**src/rtl/iq_demod_pkg.sv**
```systemverilog
// rtl/iq_demod_pkg.sv - shared types and constants for the IQ demodulator front end
package iq_demod_pkg;

  localparam int DATA_W_DEFAULT = 12;

  typedef enum logic [1:0] {
    IDLE = 2'd0,
    SEND = 2'd1,
    WAIT = 2'd2
  } out_state_e;

endpackage

```
**src/rtl/adc_fifo.sv**
```systemverilog
// rtl/adc_fifo.sv - synchronous FIFO with push, pop, full and empty
// Extra pointer MSB separates full from empty; push is accepted when full if a pop happens too.
module adc_fifo #(
  parameter int WIDTH = 24,
  parameter int DEPTH = 4
) (
  input  logic                       clk,
  input  logic                       resetn,
  input  logic                       push,
  input  logic [WIDTH-1:0]           wdata,
  input  logic                       pop,
  output logic [WIDTH-1:0]           rdata,
  output logic                       full,
  output logic                       empty,
  output logic [$clog2(DEPTH):0]     count
);

  localparam int AW = $clog2(DEPTH);

  logic [WIDTH-1:0] mem [DEPTH];
  logic [AW:0]      wr_ptr;
  logic [AW:0]      rd_ptr;
  logic             wr_en;
  logic             rd_en;

  assign empty = (wr_ptr == rd_ptr);
  assign full  = (wr_ptr[AW] != rd_ptr[AW]) && (wr_ptr[AW-1:0] == rd_ptr[AW-1:0]);
  assign count = wr_ptr - rd_ptr;
  assign rd_en = pop && !empty;
  assign wr_en = push && (!full || rd_en);
  assign rdata = mem[rd_ptr[AW-1:0]];

  always_ff @(posedge clk or negedge resetn) begin
    if (!resetn) begin
      wr_ptr <= '0;
      rd_ptr <= '0;
    end else begin
      if (wr_en) wr_ptr <= wr_ptr + 1'b1;
      if (rd_en) rd_ptr <= rd_ptr + 1'b1;
    end
  end

  // Storage carries no reset; only the pointers define what is valid.
  always_ff @(posedge clk) begin
    if (wr_en) mem[wr_ptr[AW-1:0]] <= wdata;
  end

endmodule

```
**src/rtl/adc_iq_source.sv**
```systemverilog
// rtl/adc_iq_source.sv - ADC I/Q sampler with FIFO and valid/ready output; ADC_DROP_CNT_EN adds drop_cnt
// The shown sample stays at the FIFO head until it is accepted, so data is stable under backpressure.
module adc_iq_source
  import iq_demod_pkg::*;
#(
  parameter int DATA_W     = DATA_W_DEFAULT,
  parameter int SAMPLE_DIV = 8,
  parameter int FIFO_DEPTH = 4
) (
  input  logic              clk,
  input  logic              resetn,
  input  logic              enable,
  input  logic [DATA_W-1:0] adc_i,
  input  logic [DATA_W-1:0] adc_q,
  output logic              valid_ADC,
  output logic [DATA_W-1:0] data_i,
  output logic [DATA_W-1:0] data_q,
  input  logic              ready_ADC,
  output logic              overflow
`ifdef ADC_DROP_CNT_EN
  ,
  output logic [15:0]       drop_cnt
`endif
);

  localparam int CNT_W = $clog2(SAMPLE_DIV);
  localparam int CW    = $clog2(FIFO_DEPTH) + 1;

  logic [CNT_W-1:0]    div_cnt;
  logic                strobe;
  logic                xfer;
  logic                drop;
  logic                more_queued;
  logic                fifo_full;
  logic                fifo_empty;
  logic [CW-1:0]       fifo_count;
  logic [2*DATA_W-1:0] fifo_head;
  out_state_e          state;
  out_state_e          state_nxt;

  always_ff @(posedge clk or negedge resetn) begin
    if (!resetn)
      div_cnt <= '0;
    else if (!enable || strobe)
      div_cnt <= '0;
    else
      div_cnt <= div_cnt + CNT_W'(1);
  end

  assign strobe      = enable && (div_cnt == CNT_W'(SAMPLE_DIV - 1));
  assign valid_ADC   = (state != IDLE);
  assign xfer        = valid_ADC && ready_ADC;
  assign drop        = strobe && fifo_full && !xfer;
  // A sample pushed on the same edge counts as queued, so draining does not bubble.
  assign more_queued = (fifo_count > CW'(1)) || (strobe && !drop);

  adc_fifo #(
    .WIDTH (2 * DATA_W),
    .DEPTH (FIFO_DEPTH)
  ) u_fifo (
    .clk    (clk),
    .resetn (resetn),
    .push   (strobe),
    .wdata  ({adc_i, adc_q}),
    .pop    (xfer),
    .rdata  (fifo_head),
    .full   (fifo_full),
    .empty  (fifo_empty),
    .count  (fifo_count)
  );

  assign data_i = valid_ADC ? fifo_head[2*DATA_W-1:DATA_W] : '0;
  assign data_q = valid_ADC ? fifo_head[DATA_W-1:0]        : '0;

  always_ff @(posedge clk or negedge resetn) begin
    if (!resetn) state <= IDLE;
    else         state <= state_nxt;
  end

  always_comb begin
    state_nxt = state;
    case (state)
      IDLE:    if (!fifo_empty) state_nxt = SEND;
      SEND:    if (!ready_ADC)  state_nxt = WAIT;
               else             state_nxt = more_queued ? SEND : IDLE;
      WAIT:    if (ready_ADC)   state_nxt = more_queued ? SEND : IDLE;
      default: state_nxt = IDLE;
    endcase
  end

  always_ff @(posedge clk or negedge resetn) begin
    if (!resetn)   overflow <= 1'b0;
    else if (drop) overflow <= 1'b1;
  end

`ifdef ADC_DROP_CNT_EN
  always_ff @(posedge clk or negedge resetn) begin
    if (!resetn)
      drop_cnt <= '0;
    else if (drop && (drop_cnt != 16'hFFFF))
      drop_cnt <= drop_cnt + 16'd1;
  end
`endif

endmodule

```
**config.mk**
```make
export PLATFORM = sky130hd
export DESIGN_NAME = adc_iq_source
export DESIGN_NICKNAME = d
export VERILOG_FILES = /design/src/rtl/iq_demod_pkg.sv /design/src/rtl/adc_fifo.sv /design/src/rtl/adc_iq_source.sv
export SDC_FILE = /design/constraint.sdc
export NUM_CORES = 1
export LEC_CHECK = 0
export BUFFER_PORTS_ARGS = -buffer_cell sky130_fd_sc_hd__buf_2
export CAP_MARGIN = 40
export CORE_ASPECT_RATIO = 1.1
export CORE_UTILIZATION = 57
export CTS_CLUSTER_DIAMETER = 40
export DETAILED_ROUTE_END_ITERATION = 10
export HOLD_SLACK_MARGIN = 0.02
export PLACE_DENSITY = 0.75
export SETUP_SLACK_MARGIN = 0.02
export SYNTH_ARGS = -nofsm -noshare
export SYNTH_HDL_FRONTEND = slang
export SYNTH_HIERARCHICAL = 1
export SYNTH_SLANG_ARGS = --single-unit
```
**constraint.sdc**
```tcl
create_clock -name clk -period 3.6 [get_ports clk]
set_clock_uncertainty 0.05 [all_clocks]
set_input_delay 0.36 -clock clk [delete_from_list [all_inputs] [get_ports clk]]
set_output_delay 0.36 -clock clk [all_outputs]
set_load 0.02 [all_outputs]
```
=== Yosys cells after proc, flatten, opt, wreduce, memory -nomap -nowiden ===
Memory sizes are Yosys's and may differ from the RTL's.
Index checks and enable logic that the tools add are counted.

* Add/sub/neg operators: 4
* $lt $le $gt $ge: 1
* Eq/ne operators: 8
* Multiplexer cells: 10
* Reductions and logical operators: 19

{| class="wikitable"
|+ Operator list
! operator !! number
|-
| $mux 12 || 2
|-
| $add 3x1->3 const B || 3
|-
| $logic_and 1x1->1 || 8
|-
| $mux 2 || 3
|-
| $pmux 2 s3 || 1
|-
| $logic_not 1->1 || 5
|-
| $ne 2x2->1 const B || 2
|-
| $eq 3x3->1 || 1
|-
| $eq 3x3->1 const B || 1
|-
| $gt 3x1->1 const B || 1
|-
| $logic_or 1x1->1 || 3
|-
| $mux 1 || 3
|-
| $mux 3 || 1
|-
| $sub 3x3->3 || 1
|-
| $eq 2x1->1 const B || 1
|-
| $eq 2x2->1 || 1
|-
| $eq 2x2->1 const B || 1
|-
| $logic_not 2->1 || 1
|-
| $reduce_and 2->1 || 1
|-
| $reduce_bool 2->1 || 1
|-
| $ne 1x1->1 || 1
|}

* Flip-flop bits (word level): 12
* RAM bits: 96
* Input bits: 28
* Output and inout bits: 26
* Word-level logic and storage cells: 48
* Memories kept: 1

{| class="wikitable"
|+ Memory list
! name !! words !! bits a word !! read ports !! clocked after memory_dff !! write ports !! line !! source
|-
| u_fifo.mem || 4 || 24 || 1 || 0 || 1 || adc_fifo.sv:20 || <nowiki>logic [WIDTH-1:0] mem [DEPTH];</nowiki>
|}

=== Depth between registers and ports, before layout ===
Gate-level depths: netlist of the first run.

* Depth in word-level cells: 10
* Gate-level depth with buffers: 9
* Mapped depth without buffers: 7

=== Hierarchy ===
The synthesis of the first run kept the hierarchy.

{| class="wikitable"
|+ Modules (own cells, without submodules)
! module !! instances !! cells an instance !! area each (µm²) !! seq. area each (µm²)
|-
| adc_fifo || 1 || 172 || 3920.0 || 3032.9
|-
| adc_iq_source || 1 || 53 || 470.5 || 150.1
|}

=== Worst setup path before layout of the first run ===
No wires, ideal clock.

* Path type: reg2reg
* Start point: register u_fifo.rd_ptr[1]
* End point: memory u_fifo.mem[3][0] (enable)
* Setup time: 413 ps
* Arrival: 2694 ps
* Required time: 3137 ps
* Path slack: 443 ps
* Stages on the path, launching flop included: 8
* Buffers on the path: 2
* Clock period less this slack: 3157 ps
* Path through: dfrtp_1 buf_2 buf_1 inv_1 ha_1 nand2_1 nor2_1 a21oi_1

* Cells in the longest elaborated chain, start to end: 7

{| class="wikitable"
|+ RTL lines
! what !! line !! source
|-
| start: declaration || adc_fifo.sv:22 || <nowiki>logic [AW:0] rd_ptr;</nowiki>
|-
| start signal: assignment || adc_fifo.sv:39 || <nowiki>if (rd_en) rd_ptr <= rd_ptr + 1'b1;</nowiki>
|-
| $eq 2x2->1 || adc_fifo.sv:27 || <nowiki>assign full = (wr_ptr[AW] != rd_ptr[AW]) && (wr_ptr[AW-1:0] == rd_ptr[AW-1:0]);</nowiki>
|-
| $logic_and 1x1->1 || adc_fifo.sv:27 ||
|-
| net fifo_full || adc_iq_source.sv:34 || <nowiki>logic fifo_full;</nowiki>
|-
| $logic_not 1->1 || adc_fifo.sv:30 || <nowiki>assign wr_en = push && (!full || rd_en);</nowiki>
|-
| $logic_or 1x1->1 || adc_fifo.sv:30 ||
|-
| $logic_and 1x1->1 || adc_fifo.sv:30 ||
|-
| $mux 1 || adc_fifo.sv:45 || <nowiki>if (wr_en) mem[wr_ptr[AW-1:0]] <= wdata;</nowiki>
|-
| $mux 1 (not written as such) || adc_fifo.sv:45 ||
|-
| end: declaration || adc_fifo.sv:20 ||
|}

The timed path passes the listed nets, and every way through them passes these cells.

=== Final worst setup path of the first run ===
* Start point: register u_fifo.rd_ptr[0]
* End point: output port data_q[9]

* Cells in the longest elaborated chain, start to end: 2

{| class="wikitable"
|+ RTL lines
! what !! line !! source
|-
| $mem_v2 4x24 || n/a ||
|-
| net fifo_head[9] || adc_iq_source.sv:37 || <nowiki>logic [2*DATA_W-1:0] fifo_head;</nowiki>
|-
| $mux 12 || adc_iq_source.sv:73 || <nowiki>assign data_q = valid_ADC ? fifo_head[DATA_W-1:0] : '0;</nowiki>
|-
| end: declaration || adc_iq_source.sv:17 || <nowiki>output logic [DATA_W-1:0] data_q,</nowiki>
|}

The timed path passes the listed nets, and every way through them passes these cells.

==> impl_results.html, run 1 <==
<table>
<tr><th>Metric</th><th>Value</th></tr>
<tr><th colspan="2">STA</th></tr>
<tr><td>Final worst path period share</td><td>68.8%</td></tr>
<tr><td>Minimum period implied by the final worst setup slack</td><td>2480 ps</td></tr>
<tr><td>Pins over their slew limit</td><td>0</td></tr>
<tr><td>Number of failing hold endpoints at the final stage</td><td>0</td></tr>
<tr><td>Relative slew slack</td><td>roughly two thirds</td></tr>
<tr><td>Final sum of negative setup slack</td><td>0 ps</td></tr>
<tr><td>Transition time at the pin with the least slew margin</td><td>slightly above 500 ps</td></tr>
<tr><td>Final setup violation count</td><td>0</td></tr>
<tr><td>Setup repair after global routing missed its margin</td><td>false</td></tr>
<tr><td>Max Freq</td><td>slightly above 400 MHz</td></tr>
<tr><th colspan="2">Detailed routing</th></tr>
<tr><td>DR vias</td><td>2194</td></tr>
<tr><td>Total length of routed wires</td><td>7.31 mm</td></tr>
<tr><td>DRC errors left</td><td>0</td></tr>
<tr><td>Iteration-0 DRC count of the detailed router</td><td>213</td></tr>
<tr><td>Via-to-Cell Ratio</td><td>5.47</td></tr>
<tr><td>Routed wire length per instance</td><td>18.2 µm</td></tr>
<tr><td>Post-detailed-route count of antenna-violating nets</td><td>0</td></tr>
<tr><td>Length of the first detailed-routing pass in iterations</td><td>4</td></tr>
<tr><th colspan="2">Worst setup path</th></tr>
<tr><td>Critical path endpoint category</td><td>primary output</td></tr>
<tr><td>Type of origin of the critical path</td><td>flop</td></tr>
<tr><td>Data required time at the worst endpoint</td><td>3190 ps</td></tr>
<tr><td>Category of the most critical setup path</td><td>flop to primary output</td></tr>
<tr><td>Critical path peak fanout</td><td>26</td></tr>
<tr><td>Arrival time at the worst endpoint</td><td>2070 ps</td></tr>
<tr><th colspan="2">Hold path</th></tr>
<tr><td>Worst Hold Class</td><td>input port to flop</td></tr>
<tr><th colspan="2">Clock tree</th></tr>
<tr><td>Clock tree buffer depth</td><td>2</td></tr>
<tr><td>Resized cells post-CTS</td><td>0</td></tr>
<tr><td>CTS Buf Count</td><td>9</td></tr>
<tr><td>TritonCTS clock tree</td><td>done</td></tr>
<tr><td>Number of sinks handled by clock tree synthesis</td><td>around 110</td></tr>
<tr><td>Clk_lat worst skew</td><td>350 ps</td></tr>
<tr><td>Number of hold buffers added after CTS</td><td>1</td></tr>
<tr><td>Clock-pin transition on the worst setup and hold timing paths</td><td>around 100 ps</td></tr>
<tr><td>Level count of the clock H-tree</td><td>3</td></tr>
<tr><td>Clock Tree Root</td><td>sky130_fd_sc_hd__clkbuf_8</td></tr>
<tr><td>Total setup buffers inserted after CTS</td><td>0</td></tr>
<tr><th colspan="2">Floorplan</th></tr>
<tr><td>Number of primary I/O pins</td><td>54</td></tr>
<tr><td>Core area</td><td>7470 µm²</td></tr>
<tr><td>Die Area</td><td>8050 µm²</td></tr>
<tr><td>Chip Height</td><td>94.0 µm</td></tr>
<tr><td>Number of placement rows</td><td>33</td></tr>
<tr><td>Initial core utilization</td><td>~59%</td></tr>
<tr><td>Overall die width</td><td>between 80 and 90 µm</td></tr>
<tr><th colspan="2">Power and ir drop</th></tr>
<tr><td>Worst IR Drop VDD</td><td>0.393 mV</td></tr>
<tr><td>Pleak</td><td>around 1.8 nW</td></tr>
<tr><td>Overall power of the completed layout</td><td>0.00345 W</td></tr>
<tr><td>Total power density per cell area</td><td>683 nW/µm²</td></tr>
<tr><th colspan="2">Global route</th></tr>
<tr><td>Maximum number of pins on one net before global-route repair</td><td>28</td></tr>
<tr><td>Busiest metal layer after global routing</td><td>met2</td></tr>
<tr><td>Global Route met1 Usage</td><td>27.4%</td></tr>
<tr><td>Via count of the first global-routing pass</td><td>2239</td></tr>
<tr><td>Global-route wire length before repair</td><td>approximately 12 mm</td></tr>
<tr><td>Met2 global-route usage</td><td>about 33%</td></tr>
<tr><td>Antenna violations before repair</td><td>0</td></tr>
<tr><td>All-Layer GR Usage</td><td>20.1%</td></tr>
<tr><td>Remaining global-route overflow</td><td>0</td></tr>
<tr><td>Fraction of met3 tracks used by global routing</td><td>slightly above 3%</td></tr>
<tr><th colspan="2">Place</th></tr>
<tr><td>Routability congestion estimate from global placement</td><td>0.807</td></tr>
<tr><td>Number of buffers added on ports</td><td>53</td></tr>
<tr><td>Half-perimeter wire length of the detailed placement result</td><td>4.76 mm</td></tr>
<tr><th colspan="2">Final layout</th></tr>
<tr><td>Area overhead of the layout relative to synthesis</td><td>15.3%</td></tr>
<tr><td>FILL cells</td><td>530</td></tr>
<tr><td>Antenna cell count</td><td>0</td></tr>
<tr><td>Final net count</td><td>329</td></tr>
<tr><td>Fraction of final layout cells with drive strength greater than 1</td><td>37.8%</td></tr>
<tr><th colspan="2">Logic synthesis</th></tr>
<tr><td>Synthesized area per cell</td><td>19.6 µm²</td></tr>
<tr><td>Cells after Synth</td><td>224</td></tr>
<tr><td>Total of warnings raised by yosys</td><td>6</td></tr>
<tr><td>Post-Syn Nets</td><td>262</td></tr>
<tr><td>Post-synthesis instance area</td><td>around 4400 µm²</td></tr>
<tr><th colspan="2">Outcome</th></tr>
<tr><td>Outcome</td><td>finished clean</td></tr>
<tr><th colspan="2">Job</th></tr>
<tr><td>Number of max-cap violations</td><td>0</td></tr>
</table>
state kept, by name (all words and copies together) (netlist names):
name and flops:
div_cnt 3, overflow 1, state 2, u_fifo/mem 96, u_fifo/rd_ptr 3, u_fifo/wr_ptr 3
worst max-delay path, cell delays in order, from the launching register on:
cell,delay [ps]
sky130_fd_sc_hd__dfrtp_2,380
sky130_fd_sc_hd__buf_4,440
sky130_fd_sc_hd__mux4_2,570
sky130_fd_sc_hd__nor2b_1,150
sky130_fd_sc_hd__buf_2,170
power breakdown:
group / internal (W) / switching, W
Clock: 0.000330 / 0.000393
Sequential: 0.00140 / 0.0000386
Combinational: 0.000571 / 0.000724
routing by layer:
metal | vias to the layer above | share of wire, % | routed length (µm)
li1 | 1002 | - | -
met1 | 1115 | 43 | 3170
met2 | 67 | 52 | 3790
met3 | 10 | 3.4 | 252
met4 | 0 | 1.4 | 99
met5 | - | 0 | 0
layout make-up:
| class | count | area (µm²) | area share [%] |
|---|---|---|---|
| Sequential cell | 108 | 3180 | 62.9 |
| Clock buffer | 9 | 124 | 2.45 |
| Inverter | 8 | 30.0 | 0.593 |
| Tap cell | 105 | 131 | 2.60 |
| Timing Repair Buffer | 64 | 370 | 7.32 |
| Multi-Input combinational cell | 100 | 1140 | 22.5 |
| Clock inverter | 7 | 80.1 | 1.58 |
cells in the final DEF, fill, tap and decap left out, types with 4 or more instances in the layout:
cell type,count
sky130_fd_sc_hd__buf_4,9
sky130_fd_sc_hd__xnor2_1,4
sky130_fd_sc_hd__ha_1,9
sky130_fd_sc_hd__nand2_1,6
sky130_fd_sc_hd__buf_2,53
sky130_fd_sc_hd__dfrtp_1,11
sky130_fd_sc_hd__inv_1,8
sky130_fd_sc_hd__edfxtp_1,96
sky130_fd_sc_hd__mux4_2,24
sky130_fd_sc_hd__nor2b_1,28
sky130_fd_sc_hd__clkbuf_8,9
stage by stage:
stage / setup slack, ps / cell area [µm²] / hold WS [ps] / utilization, % / instances
after floorplan: 443 / 4390 / 14.4 / - / 224
final: 1120 / 5060 / 168 / 67.7 / 401
after global placement: 1370 / 4820 / 212 / 64.5 / 383
after global routing: 982 / 5060 / 150 / 67.7 / 401
after detailed placement: 1470 / 4850 / 212 / 64.8 / 384
after CTS: 1070 / 5060 / 149 / 67.7 / 401
final timing paths:
kind	startpoint	to	slack, ps	cells after the start
max	u_fifo/rd_ptr[0]	data_q[9]	1120	4
min	ready_ADC	state[1]	170	2
max reg2reg	u_fifo/wr_ptr[0]	u_fifo/mem[3][12]	1510	6
min reg2reg	div_cnt[0]	div_cnt[0]	390	1
max in group asynchronous	resetn	u_fifo/rd_ptr[0]	2900	2
min in group asynchronous	resetn	div_cnt[2]	360	2
No activity file was read; power rests on OpenSTA's default activity.
==> inputs of run 2 (changes only) <==
--- a/config.mk
+++ b/config.mk
@@ -8,11 +8,11 @@
 export BUFFER_PORTS_ARGS = -buffer_cell sky130_fd_sc_hd__buf_2
 export CAP_MARGIN = 40
 export CORE_ASPECT_RATIO = 1.1
-export CORE_UTILIZATION = 57
+export CORE_UTILIZATION = 52
 export CTS_CLUSTER_DIAMETER = 40
 export DETAILED_ROUTE_END_ITERATION = 10
 export HOLD_SLACK_MARGIN = 0.02
-export PLACE_DENSITY = 0.75
+export PLACE_DENSITY = 0.72
 export SETUP_SLACK_MARGIN = 0.02
 export SYNTH_ARGS = -nofsm -noshare
 export SYNTH_HDL_FRONTEND = slang
==> constraint.sdc (replaced) <==
create_clock -name clk -period 2.18 [get_ports clk]
set_clock_uncertainty 0.05 [all_clocks]
set_input_delay 0.218 -clock clk [delete_from_list [all_inputs] [get_ports clk]]
set_output_delay 0.218 -clock clk [all_outputs]
set_load 0.02 [all_outputs]
==> run 2 against run 1 <==
Core utilization decreased by 1.5 points; count of clock-buffer cells in the layout stayed put; clock power increased by 55%; combinational power up 77%; non-clock buffer count increased by 24; power up 67%; worst hold slack lost 130 ps; sequential power increased by 65%; critical endpoint is now data_i[4].
==> impl_results.html, run 2 (synthesis gave the netlist of run 1 again) <==
<table>
<tr><th>Metric</th><th>Value</th></tr>
<tr><th colspan="2">STA</th></tr>
<tr><td>Number of failing hold endpoints at the final stage</td><td>0 (unchanged)</td></tr>
<tr><td>Final worst path period share</td><td>roughly 96%</td></tr>
<tr><td>Max Freq</td><td>479 MHz</td></tr>
<tr><td>Pins over their slew limit</td><td>0 (unchanged)</td></tr>
<tr><td>Worst hold slack</td><td>37.4 ps (-130 ps)</td></tr>
<tr><td>Minimum period implied by the final worst setup slack</td><td>~2100 ps</td></tr>
<tr><td>Transition time at the pin with the least slew margin</td><td>405 ps (-102 ps)</td></tr>
<tr><td>Setup repair after global routing missed its margin</td><td>false</td></tr>
<tr><td>Final setup violation count</td><td>0 (unchanged)</td></tr>
<tr><td>Post-layout worst setup margin</td><td>91.1 ps (-1030 ps)</td></tr>
<tr><td>Final sum of negative setup slack</td><td>0 ps (unchanged)</td></tr>
<tr><td>Relative slew slack</td><td>73.0% (+6.8 points)</td></tr>
<tr><th colspan="2">Floorplan</th></tr>
<tr><td>Core area</td><td>8040 µm² (+7.6%)</td></tr>
<tr><td>Chip Height</td><td>98.3 µm (+4.6%)</td></tr>
<tr><td>Initial core utilization</td><td>54.6% (-4.1 points)</td></tr>
<tr><td>Overall die width</td><td>89.6 µm (+4.6%)</td></tr>
<tr><td>Number of primary I/O pins</td><td>54 (unchanged)</td></tr>
<tr><td>Die Area</td><td>8810 µm² (+9.4%)</td></tr>
<tr><td>Number of placement rows</td><td>34 (+3.0%)</td></tr>
<tr><th colspan="2">Worst setup path</th></tr>
<tr><td>Master of the slowest instance on the critical path</td><td>sky130_fd_sc_hd__mux4_2</td></tr>
<tr><td>Ordered cell list for the critical path</td><td>clkbuf_16, mux4_2, nor2b_1, buf_2</td></tr>
<tr><td>Type of origin of the critical path</td><td>flop</td></tr>
<tr><td>Critical path endpoint category</td><td>primary output</td></tr>
<tr><td>Critical path peak fanout</td><td>13 (-50%)</td></tr>
<tr><td>Data required time at the worst endpoint</td><td>1910 ps (-1280 ps)</td></tr>
<tr><td>Critical path's largest stage delay</td><td>490 ps (-80 ps)</td></tr>
<tr><td>Category of the most critical setup path</td><td>flop to primary output</td></tr>
<tr><td>Arrival time at the worst endpoint</td><td>1820 ps (-250 ps)</td></tr>
<tr><th colspan="2">Global route</th></tr>
<tr><td>Via count of the first global-routing pass</td><td>2298 (+2.6%)</td></tr>
<tr><td>Remaining global-route overflow</td><td>0 (unchanged)</td></tr>
<tr><td>Antenna violations before repair</td><td>0 (unchanged)</td></tr>
<tr><td>Global-route wire length before repair</td><td>11.7 mm (+0.71%)</td></tr>
<tr><td>Maximum number of pins on one net before global-route repair</td><td>28 (unchanged)</td></tr>
<tr><td>All-Layer GR Usage</td><td>18.7% (-1.4 points)</td></tr>
<tr><th colspan="2">Detailed routing</th></tr>
<tr><td>DRC errors left</td><td>0 (unchanged)</td></tr>
<tr><td>Length of the first detailed-routing pass in iterations</td><td>4 (unchanged)</td></tr>
<tr><td>Iteration-0 DRC count of the detailed router</td><td>127 (-40%)</td></tr>
<tr><td>DR vias</td><td>2229 (+1.6%)</td></tr>
<tr><td>Total length of routed wires</td><td>7.55 mm (+3.2%)</td></tr>
<tr><td>Routed wire length per instance</td><td>17.6 µm (-3.3%)</td></tr>
<tr><td>Via-to-Cell Ratio</td><td>5.21 (-4.8%)</td></tr>
<tr><td>Post-detailed-route count of antenna-violating nets</td><td>0 (unchanged)</td></tr>
<tr><th colspan="2">Clock tree</th></tr>
<tr><td>Clock-pin transition on the worst setup and hold timing paths</td><td>100 ps (about the same)</td></tr>
<tr><td>Clock tree buffer depth</td><td>2 (unchanged)</td></tr>
<tr><td>Level count of the clock H-tree</td><td>3 (unchanged)</td></tr>
<tr><td>TritonCTS clock tree</td><td>done</td></tr>
<tr><td>CTS Buf Count</td><td>9 (unchanged)</td></tr>
<tr><td>Clock Tree Root</td><td>sky130_fd_sc_hd__clkbuf_8</td></tr>
<tr><td>Clk_lat worst skew</td><td>360 ps (about the same)</td></tr>
<tr><td>Number of sinks handled by clock tree synthesis</td><td>108 (unchanged)</td></tr>
<tr><td>Total setup buffers inserted after CTS</td><td>0 (unchanged)</td></tr>
<tr><th colspan="2">Final layout</th></tr>
<tr><td>Final net count</td><td>353 (+7.3%)</td></tr>
<tr><td>Commonest non-fill, non-tap cell in the layout</td><td>sky130_fd_sc_hd__edfxtp_1</td></tr>
<tr><td>Antenna cell count</td><td>0 (unchanged)</td></tr>
<tr><td>FILL cells</td><td>557 (+5.1%)</td></tr>
<tr><td>Max reg flops</td><td>96 (unchanged)</td></tr>
<tr><td>Commonest cells after routing, fill and taps aside</td><td>sky130_fd_sc_hd__edfxtp_1 (96), sky130_fd_sc_hd__buf_2 (53), sky130_fd_sc_hd__nor2b_1 (28), sky130_fd_sc_hd__dlygate4sd3_1 (24), sky130_fd_sc_hd__mux4_2 (24)</td></tr>
<tr><td>Post-route cell area</td><td>5320 µm² (+5.1%)</td></tr>
<tr><td>Fraction of final layout cells with drive strength greater than 1</td><td>36.3% (-1.6 points)</td></tr>
<tr><td>Non-filler instance count after layout</td><td>428 (+6.7%)</td></tr>
<tr><td>Area overhead of the layout relative to synthesis</td><td>21.3%</td></tr>
<tr><th colspan="2">Power and ir drop</th></tr>
<tr><td>Worst IR Drop VDD</td><td>0.639 mV (+62%)</td></tr>
<tr><td>Pleak</td><td>1.94 nW (+5.5%)</td></tr>
<tr><td>Total power density per cell area</td><td>1090 nW/µm² (+59%)</td></tr>
<tr><th colspan="2">Job</th></tr>
<tr><td>Number of max-cap violations</td><td>0 (unchanged)</td></tr>
<tr><th colspan="2">Place</th></tr>
<tr><td>Post-place setup slack</td><td>102 ps (-1370 ps)</td></tr>
<tr><td>Number of buffers added on ports</td><td>53 (unchanged)</td></tr>
<tr><td>Total placed instance area</td><td>4850 µm² (unchanged)</td></tr>
<tr><td>Placed Cells</td><td>387 (+0.78%)</td></tr>
<tr><td>Routability congestion estimate from global placement</td><td>0.762 (-5.6%)</td></tr>
<tr><td>Half-perimeter wire length of the detailed placement result</td><td>4.37 mm (-8.1%)</td></tr>
<tr><th colspan="2">Hold path</th></tr>
<tr><td>Worst Hold Class</td><td>input port to flop</td></tr>
<tr><th colspan="2">Outcome</th></tr>
<tr><td>Outcome</td><td>finished clean</td></tr>
</table>
-- run 2: final cells by class --
| class | count | area [µm²] | area share (%) |
|---|---|---|---|
| sequential | 108 | 3180 | 59.9 |
| multi-input combinational | 100 | 1150 | 21.7 |
| tap | 108 | 135 | 2.54 |
| clock inverter | 7 | 61.3 | 1.15 |
| inverter | 8 | 30.0 | 0.564 |
| timing repair buffer | 88 | 631 | 11.9 |
| clock buffer | 9 | 124 | 2.33 |
-- run 2: final timing paths --
kind	start	endpoint	slack, ps	cells past startpoint
max in group asynchronous	resetn	u_fifo/rd_ptr[0]	1630	2
min in group asynchronous	resetn	div_cnt[2]	210	2
worst min register to register	div_cnt[0]	div_cnt[0]	400	1
worst max register to register	div_cnt[0]	u_fifo/mem[3][10]	210	7
worst max-delay path	u_fifo/rd_ptr[0]	data_i[4]	90	4
worst min-delay path	adc_i[11]	u_fifo/mem[3][23]	40	1
-- run 2: timing repair --
item | in CTS | in global routing
hold endpoints to repair | 92 | 0
hold buffers | 24 | 0
gates cloned | 0 | 1
resized for setup | 3 | 3
setup endpoints to repair | 24 | 90
-- run 2: routing by layer --
layer	share of wire (%)	global-route usage (%)	vias up
li1	-	-	1048
met1	45	25.1	1124
met2	50	29.5	45
met3	2.3	2.79	12
met4	2.2	9.77	0
met5	0	0	-
-- run 2: worst max-delay path: cells and delay by family, from the launching register on --
kind | cells | cell delay, ps
muxes | 1 | 490
and+or+nand+nor | 1 | 150
buffers and inverters | 2 | 380
DFF | 1 | 430
-- run 2: through the flow --
| step | util (%) | total power [W] |
|---|---|---|
| finish | 66.2 | 0.00578 |
| global route | 66.2 | 0.00608 |
| CTS | 65.7 | 0.00577 |
| detailed placement | 60.3 | 0.00460 |
| global placement | 60.3 | 0.00458 |
| floorplan | - | 0.00403 |
-- run 2: report_power, final --
group	switching, W	internal, W
clock network	0.000686	0.000434
logic	0.00121	0.00107
registers	0.0000699	0.00231
total	0.00197	0.00381
